`src/rtl/vend_sequencer.sv`:
```
// Coin arbitration, credit accumulation, dispense handshake and change return for the 15-unit vending core.
// Optional feature: define CANCEL_REFUND_EN to let 'cancel' refund the collected credit as change pulses.
module vend_sequencer #(
  parameter int PRICE_UNITS = 3,
  parameter int CREDIT_W    = 3,
  parameter int TIMEOUT     = 255,
  parameter int TO_W        = 8
) (
  input  logic                clock,
  input  logic                reset,
  input  logic                coin_a_valid,
  input  logic [1:0]          coin_a_val,
  output logic                coin_a_ready,
  input  logic                coin_b_valid,
  input  logic [1:0]          coin_b_val,
  output logic                coin_b_ready,
  input  logic                cancel,
  output logic                disp_req,
  input  logic                disp_done,
  output logic                change_pulse,
  output logic [CREDIT_W-1:0] credit,
  output logic                busy,
  output logic                fault
);

  localparam logic [1:0] COLLECT  = 2'd0;
  localparam logic [1:0] DISPENSE = 2'd1;
  localparam logic [1:0] CHANGE   = 2'd2;
  localparam logic [1:0] LOCKED   = 2'd3;

  localparam logic [CREDIT_W-1:0] PRICE_C   = CREDIT_W'(PRICE_UNITS);
  localparam logic [TO_W-1:0]     TIMEOUT_C = TO_W'(TIMEOUT);

  logic [1:0]          state_q, state_d;
  logic [CREDIT_W-1:0] credit_q, credit_d;
  logic [CREDIT_W-1:0] changeCnt_q, changeCnt_d;
  logic [TO_W-1:0]     toCnt_q, toCnt_d;
  logic                pulse_q, pulse_d;
  logic                fault_q, fault_d;
  logic                lastB_q, lastB_d;
  logic                dispReq_q, busy_q;

  logic                grantA, grantB, cancelHit, acceptOk;
  logic [1:0]          selVal;
  logic [CREDIT_W-1:0] coinUnits, creditSum;

`ifdef CANCEL_REFUND_EN
  assign cancelHit = cancel && (credit_q != '0);
`else
  logic unusedCancel;
  assign unusedCancel = cancel;
  assign cancelHit    = 1'b0;
`endif

  // Round-robin: when both channels offer a coin, the one not granted last time wins.
  assign grantA   = coin_a_valid && (!coin_b_valid || lastB_q);
  assign grantB   = coin_b_valid && !grantA;
  assign acceptOk = (state_q == COLLECT) && !cancelHit;

  assign coin_a_ready = acceptOk && grantA;
  assign coin_b_ready = acceptOk && grantB;

  assign selVal = grantA ? coin_a_val : coin_b_val;

  always_comb begin
    case (selVal)
      2'b01:   coinUnits = CREDIT_W'(1);
      2'b10:   coinUnits = CREDIT_W'(2);
      2'b11:   coinUnits = CREDIT_W'(4);
      default: coinUnits = '0;
    endcase
  end

  assign creditSum = credit_q + coinUnits;

  always_comb begin
    state_d     = state_q;
    credit_d    = credit_q;
    changeCnt_d = changeCnt_q;
    toCnt_d     = '0;
    pulse_d     = 1'b0;
    fault_d     = fault_q;
    lastB_d     = lastB_q;
    case (state_q)
      COLLECT: begin
        if (cancelHit) begin
          changeCnt_d = credit_q;
          credit_d    = '0;
          pulse_d     = 1'b1;
          state_d     = CHANGE;
        end else if (grantA || grantB) begin
          lastB_d = grantB;
          if (creditSum >= PRICE_C) begin
            changeCnt_d = creditSum - PRICE_C;
            credit_d    = '0;
            state_d     = DISPENSE;
          end else begin
            credit_d = creditSum;
          end
        end
      end
      DISPENSE: begin
        toCnt_d = toCnt_q + 1'b1;
        // A completion arriving on the timeout cycle still counts as a normal vend.
        if (disp_done) begin
          if (changeCnt_q != '0) begin
            pulse_d = 1'b1;
            state_d = CHANGE;
          end else begin
            state_d = COLLECT;
          end
        end else if (toCnt_q == TIMEOUT_C) begin
          fault_d     = 1'b1;
          changeCnt_d = changeCnt_q + PRICE_C;
          pulse_d     = 1'b1;
          state_d     = CHANGE;
        end
      end
      CHANGE: begin
        if (pulse_q) begin
          changeCnt_d = changeCnt_q - 1'b1;
        end else if (changeCnt_q == '0) begin
          state_d = fault_q ? LOCKED : COLLECT;
        end else begin
          pulse_d = 1'b1;
        end
      end
      LOCKED: begin
        state_d = LOCKED;
      end
      default: begin
        state_d = COLLECT;
      end
    endcase
  end

  always_ff @(posedge clock) begin
    if (!reset) begin
      state_q     <= COLLECT;
      credit_q    <= '0;
      changeCnt_q <= '0;
      toCnt_q     <= '0;
      pulse_q     <= 1'b0;
      fault_q     <= 1'b0;
      lastB_q     <= 1'b1;
      dispReq_q   <= 1'b0;
      busy_q      <= 1'b0;
    end else begin
      state_q     <= state_d;
      credit_q    <= credit_d;
      changeCnt_q <= changeCnt_d;
      toCnt_q     <= toCnt_d;
      pulse_q     <= pulse_d;
      fault_q     <= fault_d;
      lastB_q     <= lastB_d;
      dispReq_q   <= (state_d == DISPENSE);
      busy_q      <= (state_d != COLLECT);
    end
  end

  assign disp_req     = dispReq_q;
  assign change_pulse = pulse_q;
  assign credit       = credit_q;
  assign busy         = busy_q;
  assign fault        = fault_q;

endmodule

```
`config.mk`:
```
export PLATFORM = sky130hd
export DESIGN_NAME = vend_sequencer
export DESIGN_NICKNAME = d
export VERILOG_FILES = /design/src/rtl/vend_sequencer.sv
export SDC_FILE = /design/constraint.sdc
export NUM_CORES = 1
export LEC_CHECK = 0
export CORE_UTILIZATION = 53
export DETAILED_ROUTE_END_ITERATION = 8
export HOLD_SLACK_MARGIN = 0.1
export PLACE_DENSITY = 0.84
export SYNTH_ARGS = -nofsm -noshare
export SYNTH_HDL_FRONTEND = slang
export SYNTH_SLANG_ARGS = --single-unit
```
`constraint.sdc`:
```
create_clock -name clock -period 3.7 [get_ports clock]
set_input_delay 0.37 -clock clock [delete_from_list [all_inputs] [get_ports clock]]
set_output_delay 0.37 -clock clock [all_outputs]
set_load 0.03 [all_outputs]
```
* After elaboration in Yosys (flattened, before gate mapping)
Index checks and enable logic that the tools add are counted.
Word-level totals: register bits after elaboration 21, bits of input ports 10, output and inout bits 9, word-level logic and storage cells 70
Cells by class: $add $sub $neg 5, magnitude comparators 1, eq/ne operators 13, muxes and demuxes 24, bitwise logic cells 1, reduce and logical (&&, ||, !) cells 17
Operators with widths (number):
- 2-bit 2-to-1 mux | 9
- 3-bit 2-to-1 mux | 6
- 3-bit one-hot mux with 3 select lines | 2
- 8-bit by 1-bit adder with 8-bit output (second input constant) | 1
- 2-bit equality test (second input constant) | 4
- 8-bit equality test (second input constant) | 1
- 2-bit one-hot mux with 4 select lines | 1
- 2-bit by 1-bit equality test with 1-bit output (second input constant) | 3
- 2-bit inequality test (second input constant) | 3
- 6-bit AND reduction | 1
- 3-bit nonzero test | 2
- 1-bit 2-to-1 mux | 5
- 1-bit logical AND | 4
- 2-bit by 1-bit inequality test with 1-bit output (second input constant) | 2
- 2-bit AND reduction | 2
- 3-bit by 2-bit adder with 3-bit output (second input constant) | 1
- 3-bit adder | 1
- 3-bit by 2-bit >= comparator with 1-bit output (second input constant) | 1
- 3-bit zero test | 1
- 3-bit AND reduction | 1
- 3-bit by 1-bit subtractor with 3-bit output (second input constant) | 1
- 3-bit by 2-bit subtractor with 3-bit output (second input constant) | 1
- 1-bit zero test | 2
- 2-bit zero test | 1
- other kinds (4) | 5

* Logic depth before layout (Yosys ltp)
Gate-level depths: netlist of the first run.
depth after elaboration 12, gate-level depth with buffers 15, depth with buffers taken out 15

* Worst setup path after synthesis of the first run
OpenSTA, ideal clock, no wires.
kind flip-flop to flip-flop, start point register lastB_q, end point register busy_q, in the netlist busy, data arrival time 2.931 ns, slack 0.654 ns, cell stages (with the launch flop) 16, path buffers 0, cells stage by stage dfxtp_1 -> nand2b_4 -> nand2_1 -> nor3b_1 -> a31o_2 -> ha_1 -> inv_1 -> fa_1 -> xor2_1 -> and3_4 -> or2_1 -> ha_1 -> a21oi_4 -> o21ai_2 -> o311ai_2 -> a21bo_1
On the way: word-level cells in the longest chain between the ends 11, elaborated cells between the ends (all ways) 16, those cells by class 1 x add/sub; 1 x order compare; 3 x eq/ne; 5 x mux; 6 x reduce/logical
RTL lines:
- from (decl) | line 40 | logic lastB_q, lastB_d;
- from (signal assigned) | line 155 | lastB_q <= lastB_d;
- 1-bit logical OR * | line 56 | assign grantA = coin_a_valid && (!coin_b_valid || lastB_q);
- 1-bit logical AND * | line 56
- 2-bit 2-to-1 mux | line 63 | assign selVal = grantA ? coin_a_val : coin_b_val;
- 2-bit equality test or 2-bit by 1-bit equality test with 1-bit output (tied branches) | line 66 | case (selVal)
- 3-bit one-hot mux with 3 select lines | line 66
- 3-bit adder | line 74 | assign creditSum = credit_q + coinUnits;
- 3-bit by 2-bit >= comparator with 1-bit output | line 93 | if (creditSum >= PRICE_C) begin
- 2-bit 2-to-1 mux | line 93
- 2-bit 2-to-1 mux * | line 91 | end else if (grantA || grantB) begin
- 2-bit one-hot mux with 4 select lines * | line 84 | case (state_q)
- 2-bit nonzero test * | line 157 | busy_q <= (state_d != COLLECT);
- to (signal assigned) | line 157
- to (decl) | line 41 | logic dispReq_q, busy_q;
Mark *: on every way between the ends. The rest lies on a longest branch, timed or not. A chain may end at the register's enable or synchronous reset.

* Worst setup path in the final report of the first run
start point input port coin_b_valid, end point register busy_q, in the netlist busy
On the way: word-level cells in the longest chain between the ends 12, elaborated cells between the ends (all ways) 17, those cells by class 1 x add/sub; 1 x order compare; 3 x eq/ne; 5 x mux; 7 x reduce/logical
RTL lines:
- from (decl) | line 14 | input logic coin_b_valid,
- 1-bit zero test | line 56
- 1-bit logical OR | line 56
- 1-bit logical AND | line 56
- 2-bit 2-to-1 mux | line 63
- 2-bit equality test or 2-bit by 1-bit equality test with 1-bit output (tied branches) | line 66
- 3-bit one-hot mux with 3 select lines | line 66
- 3-bit adder | line 74
- 3-bit by 2-bit >= comparator with 1-bit output | line 93
- 2-bit 2-to-1 mux | line 93
- 2-bit 2-to-1 mux * | line 91
- 2-bit one-hot mux with 4 select lines * | line 84
- 2-bit nonzero test * | line 157
Marks and branches as above.

==> results of run 1 <==
## layout by cell type, fill, tap and decap left out, types with 4 or more instances in the layout
cell / instances
xor2_1: 5
nor2_1: 13
o21ai_0: 6
a21oi_1: 10
nand3_1: 5
nand2_1: 12
buf_4: 4
clkdlybuf4s50_1: 17
ha_1: 11
dfxtp_1: 21
inv_1: 15
## power by group
part	switching, mW	internal [mW]
clock network	0.0712	0.0404
registers	0.0373	0.273
logic	0.349	0.273
total	0.458	0.586
## flip-flops by register name (all words and copies together), names as in the netlist
name and cells:
toCnt_q 8, changeCnt_q 3, credit 3, state_q 2, busy 1, change_pulse 1, disp_req 1, fault 1
lastB_q 1
## layer usage
layer / global-route usage, % / wire length, µm
met1: 23.2 / 1160
met2: 44.1 / 1370
met3: 7.74 / 101
met4: 8.56 / 46
met5: 0 / 0
## area by class of cell
type,instances,area (µm²)
tap,28,35.0
inverter,15,56.3
multi-input combinational,111,807
clock buffer,3,22.5
clock inverter,1,5.00
fill,193,708
timing repair buffer,21,200
sequential,21,420
## kinds of logic after synthesis
logic type               count (synthesis)  synth area share (%)
AO/OA/AOI/OAI                           39                  23.0
adder cells (fa/ha/maj)                 12                  12.3
XOR/XNOR                                 6                  4.09
AND/OR/NAND/NOR                         52                  21.8
flip-flops                              21                  32.7
buffers and inverters                   15                  4.39
multiplexers                             2                  1.66
## final timing paths
kind	depth (start not counted)	slack [ns]	to
worst max-delay path	16	0.30	busy
worst min-delay path	1	0.46	toCnt_q[0]
worst max register to register	15	0.37	busy
worst min register to register	1	0.46	toCnt_q[0]
## through the flow
stage               setup TNS [ns]  hold WS, ns
floorplan                        0        0.418
global placement                 0        0.429
finish                           0        0.464
global route                     0        0.503
detailed placement         -0.0161        0.449
CTS                              0        0.467
## synth_stat cells (all sizes together), types with 4 or more instances
library cell	count	share of area (%)
a21oi	12	6.4
o21ai	8	3.4
xor2	5	3.4
inv	15	4.4
nand3	5	1.9
nand2	12	3.5
ha	11	11
nor2	13	3.8
dfxtp	21	33
and3	4	2.3
## critical path, stage by stage
cell	delay, ns
clkdlybuf4s50_1	0.47
nand2b_4	0.11
nand2_1	0.11
nor3b_1	0.25
a31o_2	0.14
ha_1	0.14
inv_1	0.06
fa_1	0.37
xor2_1	0.20
and3_4	0.23
or2_1	0.21
ha_1	0.21
a21oi_4	0.17
o21ai_2	0.11
o311ai_2	0.24
a21bo_1	0.23
==> impl_metrics.yaml, run 1 <==
timing:
  worst_slew_pin_slew_ns: 0.528
  fin_crit_ns: 3.40
  finalHoldViolCount: 0
  rsz0062_at_grt: "false"
  setup_viol: 0
  setup_ws_ns: 0.300
  fin_crit_sh_pct: 91.9
  clock-skew-final_ns: 0.00214
  finalMaxSlewViolations: 0
  slew-limit-headroom_pct: 64.4
  fmax_mhz: 294
synthesis:
  synth-main-ff-cell: "dfxtp_1"
  synth_edf_count: 0
  ys_seq_area_share_pct: 32.7
  synthArstFlopShare_pct: 0
  yosys_warnings: 0
  synth-seq-cells: 21
  synth_area_mm2: 0.00128
  postSynthAreaPerCell_um2: 8.73
  syn-num-nets: 169
  syn_inst: 147
  synth_cell_types: 44
clocking:
  cts_tree: "done"
  clk_path_buf_depth: 2
  numClockSinks: 21
  cts_made_buffers: 3
  htree_levels: 1
  clock_latency_ns: 0.31
  cts.reportedPaths.clkPinSlew_ns: 0.12
  cts_resized: 0
  cts_setup_buffers: 0
  postCtsHoldBufs: 0
  cts-root-buf: "clkbuf_4"
die:
  die_area_mm2: 0.00262
  fp.dieH_um: 51.2
  std_cell_rows: 17
  start_util_pct: 56.9
  core_mm2: 0.00225
  die_w_um: 51.2
  ios: 19
critical_path:
  crit_arrival_ns: 3.62
  crit_path_start: "coin_b_valid"
  r2r_start: "lastB_q"
  criticalPathCategory: "in2reg"
  end_kind: "flop"
  crit_fanout: 5
  cp.required_ns: 3.92
  start_kind: "primary input"
drt:
  drc: 0
  routed_wirelength_um: 2680
  drtPass1Iterations: 4
  vias: 1122
  avgRoutedWirePerCell_um: 13.4
  final_antenna_net_count: 0
  viasPerCell: 5.61
  drtIter0Drc: 17
global_route:
  grt_pass1_wl_um: 4500
  antenna_found_initial: 0
  track_usage_pct: 23.3
  grt_max_degree: 13
  grt_pass1_vias: 1125
  grt-ovfl-total: 0
pwr:
  total_power_mw: 1.04
  ir_drop_uv: 518
  pwr_density_cell_mw_per_mm2: 675
  p_leak_nw: 0.651
place:
  routabilityCongestion: 0.865
  placed_area_mm2: 0.00152
  dpl.hpwl_um: 2120
  io_buffers: 17
  place_inst: 196
  place_ws_ns: -0.0161
layout:
  syn_to_final_growth_pct: 20.5
  nets: 195
  diodes: 0
  drive_above_1_share_pct: 10.5
  utilization_pct: 68.6
  stdcell_count: 200
  design_area_mm2: 0.00155
worst_hold_path:
  hp-class: "reg2reg"
  min_from: "toCnt_q[0]"
job:
  cap_violations: 0
status:
  outcome: "complete, no violations"
No activity file was read; power rests on OpenSTA's default activity.
==> run 2: changes to the inputs <==
Settings changed: SLEW_MARGIN set to 25.
==> results of run 2 <==
The final DEF is identical to that of run 1; final timing and power are the same.
==> patch 1: new RTL, flow settings as in run 2 <==
Build with the macro `CANCEL_REFUND_EN` defined.
--- a/src/rtl/vend_sequencer.sv
+++ b/src/rtl/vend_sequencer.sv
@@ -2,2 +2,4 @@
 // Optional feature: define CANCEL_REFUND_EN to let 'cancel' refund the collected credit as change pulses.
+`define CANCEL_REFUND_EN
+
 module vend_sequencer #(
Formal check against the unedited RTL: not equivalent (a bounded check fails within 4 cycles, from zero or initial values and one cycle with reset low).
==> patch 1 against run 2 <==
Sequential power shrank 2%. Design area is 1.8% higher. Worst setup slack improved by 0.012 ns. Total power grew 1.5%. Non-clock buffer count decreased by 1. Sequential cell count unchanged. Area after synthesis increased by 3.2%. Register-to-register slack better by 0.03 ns. Routed wire length increased by 6.2%. Critical path type unchanged. Critical endpoint unchanged.
==> patch 1: results <==
<?xml version="1.0" encoding="UTF-8"?>
<metrics>
  <group name="status">
    <metric name="run_status" unit="">finished clean</metric>
  </group>
  <group name="global_route">
    <metric name="grt_max_degree" unit="">15</metric>
    <metric name="gr-usage-met1" unit="">0.228</metric>
    <metric name="wire_length_of_the_first_global_routing_pass" unit="um">4640</metric>
    <metric name="met2_routing_resource_usage_after_global_routing" unit="">0.427</metric>
    <metric name="grt_pass1_vias" unit="">1184</metric>
    <metric name="gr-usage-met3" unit="">0.0760</metric>
    <metric name="grtUsageTotal" unit="">0.238</metric>
    <metric name="grt_antenna_before_repair" unit="">0</metric>
  </group>
  <group name="placed_design">
    <metric name="placed_cell_area" unit="sq um">1550</metric>
    <metric name="finalWeightedCongestion" unit="">0.885</metric>
    <metric name="port_buffers" unit="">18</metric>
    <metric name="detailed_place_hpwl" unit="um">2180</metric>
  </group>
  <group name="final_layout">
    <metric name="num-nets-final" unit="">201</metric>
    <metric name="num_antenna_cells" unit="">0</metric>
    <metric name="total_area_of_multi_input_combinational_cells" unit="sq um">863</metric>
    <metric name="post_route_cells_drive_above_1_share" unit="">0.0726</metric>
    <metric name="nFillCells" unit="">173</metric>
    <metric name="top_register" unit="">toCnt_q</metric>
  </group>
  <group name="detailed_routing">
    <metric name="drtIter0Drc" unit="">33</metric>
    <metric name="avgViaCountPerCell" unit="">5.90</metric>
    <metric name="ant_nets" unit="">0</metric>
    <metric name="post_route_wl" unit="um">2840</metric>
    <metric name="drt-pass1-iter-count" unit="">4</metric>
  </group>
  <group name="yosys">
    <metric name="ys_top_cells_by_count" unit="">21 x sky130_fd_sc_hd__dfxtp_1, 14 x sky130_fd_sc_hd__nand2_1, 13 x sky130_fd_sc_hd__nor2_1, 11 x sky130_fd_sc_hd__o21ai_0, 10 x sky130_fd_sc_hd__ha_1</metric>
    <metric name="mappedNetlistNets" unit="">177</metric>
    <metric name="synth_area_leaders" unit="">sky130_fd_sc_hd__dfxtp_1 32%, sky130_fd_sc_hd__ha_1 9.4%, sky130_fd_sc_hd__o21ai_0 4.2%</metric>
    <metric name="synthDistinctLibCells" unit="">44</metric>
    <metric name="post_synthesis_sequential_area_ratio" unit="">0.317</metric>
    <metric name="async_reset_ff_frac" unit="">0</metric>
  </group>
  <group name="hold_path">
    <metric name="hp-class" unit="">reg -&gt; reg</metric>
  </group>
  <group name="sta">
    <metric name="headroom_to_the_max_slew_limit" unit="">0.693</metric>
    <metric name="skew" unit="ns">0.0127</metric>
  </group>
  <group name="pwr">
    <metric name="power.leakage" unit="nW">0.634</metric>
    <metric name="worst_ir_drop_vdd" unit="mV">0.435</metric>
  </group>
  <group name="critical_path">
    <metric name="critical_path.max_fanout" unit="">5</metric>
    <metric name="timing.critical_path.arrival" unit="ns">3.62</metric>
    <metric name="cell_with_the_largest_stage_delay_on_the_worst_path" unit="">sky130_fd_sc_hd__clkdlybuf4s50_1</metric>
    <metric name="critPathMaxStageDelay" unit="ns">0.50</metric>
  </group>
  <group name="cts">
    <metric name="cts-root-to-sink-buffers" unit="">2</metric>
  </group>
</metrics>
patch 1: cell types whose count changed after synthesis, sizes merged, moves of 3 or more:
cell,delta
and2,+5
a21oi,-3
nand2,+3
o21ai,+3
a21boi,+4
inv,-6
a21o,+3
patch 1: report_power, final:
group	internal [mW]	switching, mW	leakage [nW]
Combinational	0.272	0.369	0.449
Clock	0.0422	0.0722	0.0150
Sequential	0.270	0.0342	0.171
Total	0.584	0.476	0.634
patch 1: final cells by class:
cell class | instances | share of cell area
multi-input combinational | 125 | 0.548
sequential | 21 | 0.267
timing repair buffer | 20 | 0.124
tap | 28 | 0.0223
inverter | 9 | 0.0215
clock buffer | 4 | 0.0167
patch 1: routing by layer:
metal,share of wire,wire length [um],up-vias
li1,-,-,611
met1,0.40,1150,557
met2,0.51,1460,43
met3,0.055,157,11
met4,0.025,72,0
met5,0,0,-
patch 1: logic make-up (layout without fill, tap and decap cells):
family          Yosys count  after routing  share of synthesized area
xor+xnor                  6              6                     0.0397
simple gates             62             62                      0.246
buf+inv                  10             33                     0.0312
flops                    21             21                      0.317
fa+ha+maj                11             11                      0.110
compound gates           46             46                      0.257
patch 1: through the flow:
stage	cells	setup slack, ns	hold slack (ns)	power [mW]
2_1_floorplan	156	0.717	0.418	0.775
3_3_place_gp	203	0.176	0.432	0.919
3_5_place_dp	203	0.0192	0.463	0.942
4_1_cts	207	0.372	0.480	1.06
5_1_grt	207	0.122	0.504	1.14
6_report	207	0.312	0.467	1.06
patch 1: worst max-delay path: cells and delay by family:
| kind | cells | cell delay [ns] |
|---|---|---|
| compound gates | 5 | 0.97 |
| xor+xnor | 1 | 0.17 |
| fa+ha+maj | 3 | 0.74 |
| simple gates | 5 | 0.82 |
| buf+inv | 2 | 0.55 |
patch 1: worst paths after layout:
path	from	endpoint	slack [ns]	depth (start not counted)
max	coin_b_valid	busy$_SDFF_PN0_	0.31	16
min	toCnt_q[0]$_SDFF_PN0_	toCnt_q[0]$_SDFF_PN0_	0.47	1
max reg2reg	lastB_q$_SDFFE_PN1P_	busy$_SDFF_PN0_	0.40	15
min reg2reg	toCnt_q[0]$_SDFF_PN0_	toCnt_q[0]$_SDFF_PN0_	0.47	1
==> patch 2: new RTL, flow settings as in run 2 <==
Without the edit above. Put one more register stage on the output `credit`, cleared by the reset. The value now appears one clock later. The other outputs are not delayed to match.
--- a/src/rtl/vend_sequencer.sv
+++ b/src/rtl/vend_sequencer.sv
@@ -162,3 +162,9 @@
   assign change_pulse = pulse_q;
-  assign credit       = credit_q;
+  always_ff @(posedge clock) begin
+    if (!reset) begin
+      credit <= '0;
+    end else begin
+      credit <= credit_q;
+    end
+  end
   assign busy         = busy_q;
Function: changed (a bounded check fails within 4 cycles, from zero or initial values and one cycle with reset low).
==> patch 2 against run 2 <==
Sequential cell count rose by 3. Via count rose by 5.3%. Area after synthesis rose by 7.2%. Worst setup slack improved by 0.035 ns. Design area rose by 5.3%. Routed wire length rose by 4.4%. Critical path type unchanged. Largest cell class unchanged. Highest routed layer unchanged.
Power is not compared: it rests on default switching activity, and its combinational part moved more than twofold at a synthesized area within 25%.
==> patch 2: results <==
<?xml version="1.0" encoding="UTF-8"?>
<metrics>
  <group name="global_route">
    <metric name="grt_max_degree" unit="">20</metric>
    <metric name="wire_length_of_the_first_global_routing_pass" unit="um">4570</metric>
    <metric name="grtUsageTotal" unit="">0.223</metric>
    <metric name="grt_pass1_vias" unit="">1085</metric>
  </group>
  <group name="critical_path">
    <metric name="worst-r2r-setup-slack" unit="ns">0.50</metric>
    <metric name="timing.critical_path.max_delay_family" unit="">compound AO/OA/AOI/OAI gates</metric>
    <metric name="critPathMaxStageDelay" unit="ns">0.56</metric>
    <metric name="critical_path.max_fanout" unit="">4</metric>
    <metric name="cell_with_the_largest_stage_delay_on_the_worst_path" unit="">sky130_fd_sc_hd__clkdlybuf4s50_1</metric>
  </group>
  <group name="sta">
    <metric name="min_tclk_post_route" unit="ns">3.37</metric>
    <metric name="slew_at_the_pin_closest_to_its_max_slew_limit" unit="ns">0.612</metric>
    <metric name="skew" unit="ns">0.00404</metric>
    <metric name="timing.hold.ws" unit="ns">0.465</metric>
  </group>
  <group name="detailed_routing">
    <metric name="avgViaCountPerCell" unit="">5.62</metric>
    <metric name="drtIter0Drc" unit="">22</metric>
    <metric name="wire_per_inst" unit="um">13.3</metric>
  </group>
  <group name="yosys">
    <metric name="async_reset_ff_frac" unit="">0</metric>
    <metric name="synthDistinctLibCells" unit="">45</metric>
    <metric name="synth_area_leaders" unit="">sky130_fd_sc_hd__dfxtp_1 35%, sky130_fd_sc_hd__ha_1 10%, sky130_fd_sc_hd__inv_1 3.8%</metric>
    <metric name="mappedNetlistNets" unit="">180</metric>
    <metric name="synth.avg_cell_area" unit="sq um">8.71</metric>
    <metric name="ys_top_cells_by_count" unit="">24 x sky130_fd_sc_hd__dfxtp_1, 14 x sky130_fd_sc_hd__inv_1, 13 x sky130_fd_sc_hd__nand2_1, 12 x sky130_fd_sc_hd__nor2_1, 11 x sky130_fd_sc_hd__ha_1</metric>
  </group>
  <group name="status">
    <metric name="run_status" unit="">finished clean</metric>
  </group>
  <group name="final_layout">
    <metric name="nFillCells" unit="">189</metric>
    <metric name="post_route_cells_drive_above_1_share" unit="">0.0889</metric>
    <metric name="largest_register_ffs" unit="">8</metric>
    <metric name="layout.cells.non_filler" unit="">210</metric>
    <metric name="num-nets-final" unit="">204</metric>
    <metric name="num_antenna_cells" unit="">0</metric>
  </group>
  <group name="placed_design">
    <metric name="placed_cell_area" unit="sq um">1610</metric>
    <metric name="dp_slack" unit="ns">0.0535</metric>
    <metric name="detailed_place_hpwl" unit="um">2180</metric>
  </group>
  <group name="cts">
    <metric name="cts_max_level" unit="">1</metric>
  </group>
</metrics>
[patch 2: power by group through the flow]
stage,clock [mW],combinational (mW),sequential [mW]
3_5_place_dp,0,0.267,0.306
6_report,0.113,0.269,0.301
2_1_floorplan,0,0.180,0.314
5_1_grt,0.126,0.296,0.302
3_3_place_gp,0,0.257,0.303
4_1_cts,0.117,0.269,0.300
[patch 2: area by class of cell]
class	count	share of cell area
multi-input combinational	118	0.513
sequential	24	0.295
timing repair buffer	21	0.123
inverter	14	0.0323
tap	30	0.0230
clock buffer	3	0.0138
[patch 2: stage by stage]
step | power [mW] | utilization
detailed placement | 0.573 | 0.654
floorplan | 0.494 | -
global route | 0.725 | 0.664
finish | 0.682 | 0.664
CTS | 0.686 | 0.664
global placement | 0.560 | 0.654
[patch 2: layer usage]
metal / global-route usage / part of all wire / vias to the layer above
met5: 0 / 0 / -
met4: 0.110 / 0.022 / 0
met3: 0.0316 / 0.018 / 6
met2: 0.376 / 0.48 / 16
met1: 0.276 / 0.48 / 560
li1: - / - / 599
[patch 2: kinds of logic after synthesis]
kind of cell	synth area share
AO/OA/AOI/OAI	0.202
XOR/XNOR	0.0445
adder cells (fa/ha/maj)	0.115
buffers and inverters	0.0436
flip-flops	0.349
multiplexers	0.0227
AND/OR/NAND/NOR	0.224
[patch 2: path summary, 6_finish.rpt]
path / start / end
worst max-delay path: coin_b_valid / busy$_SDFF_PN0_
worst min-delay path: toCnt_q[0]$_SDFF_PN0_ / toCnt_q[0]$_SDFF_PN0_
worst max register to register: lastB_q$_SDFFE_PN1P_ / busy$_SDFF_PN0_
worst min register to register: toCnt_q[0]$_SDFF_PN0_ / toCnt_q[0]$_SDFF_PN0_
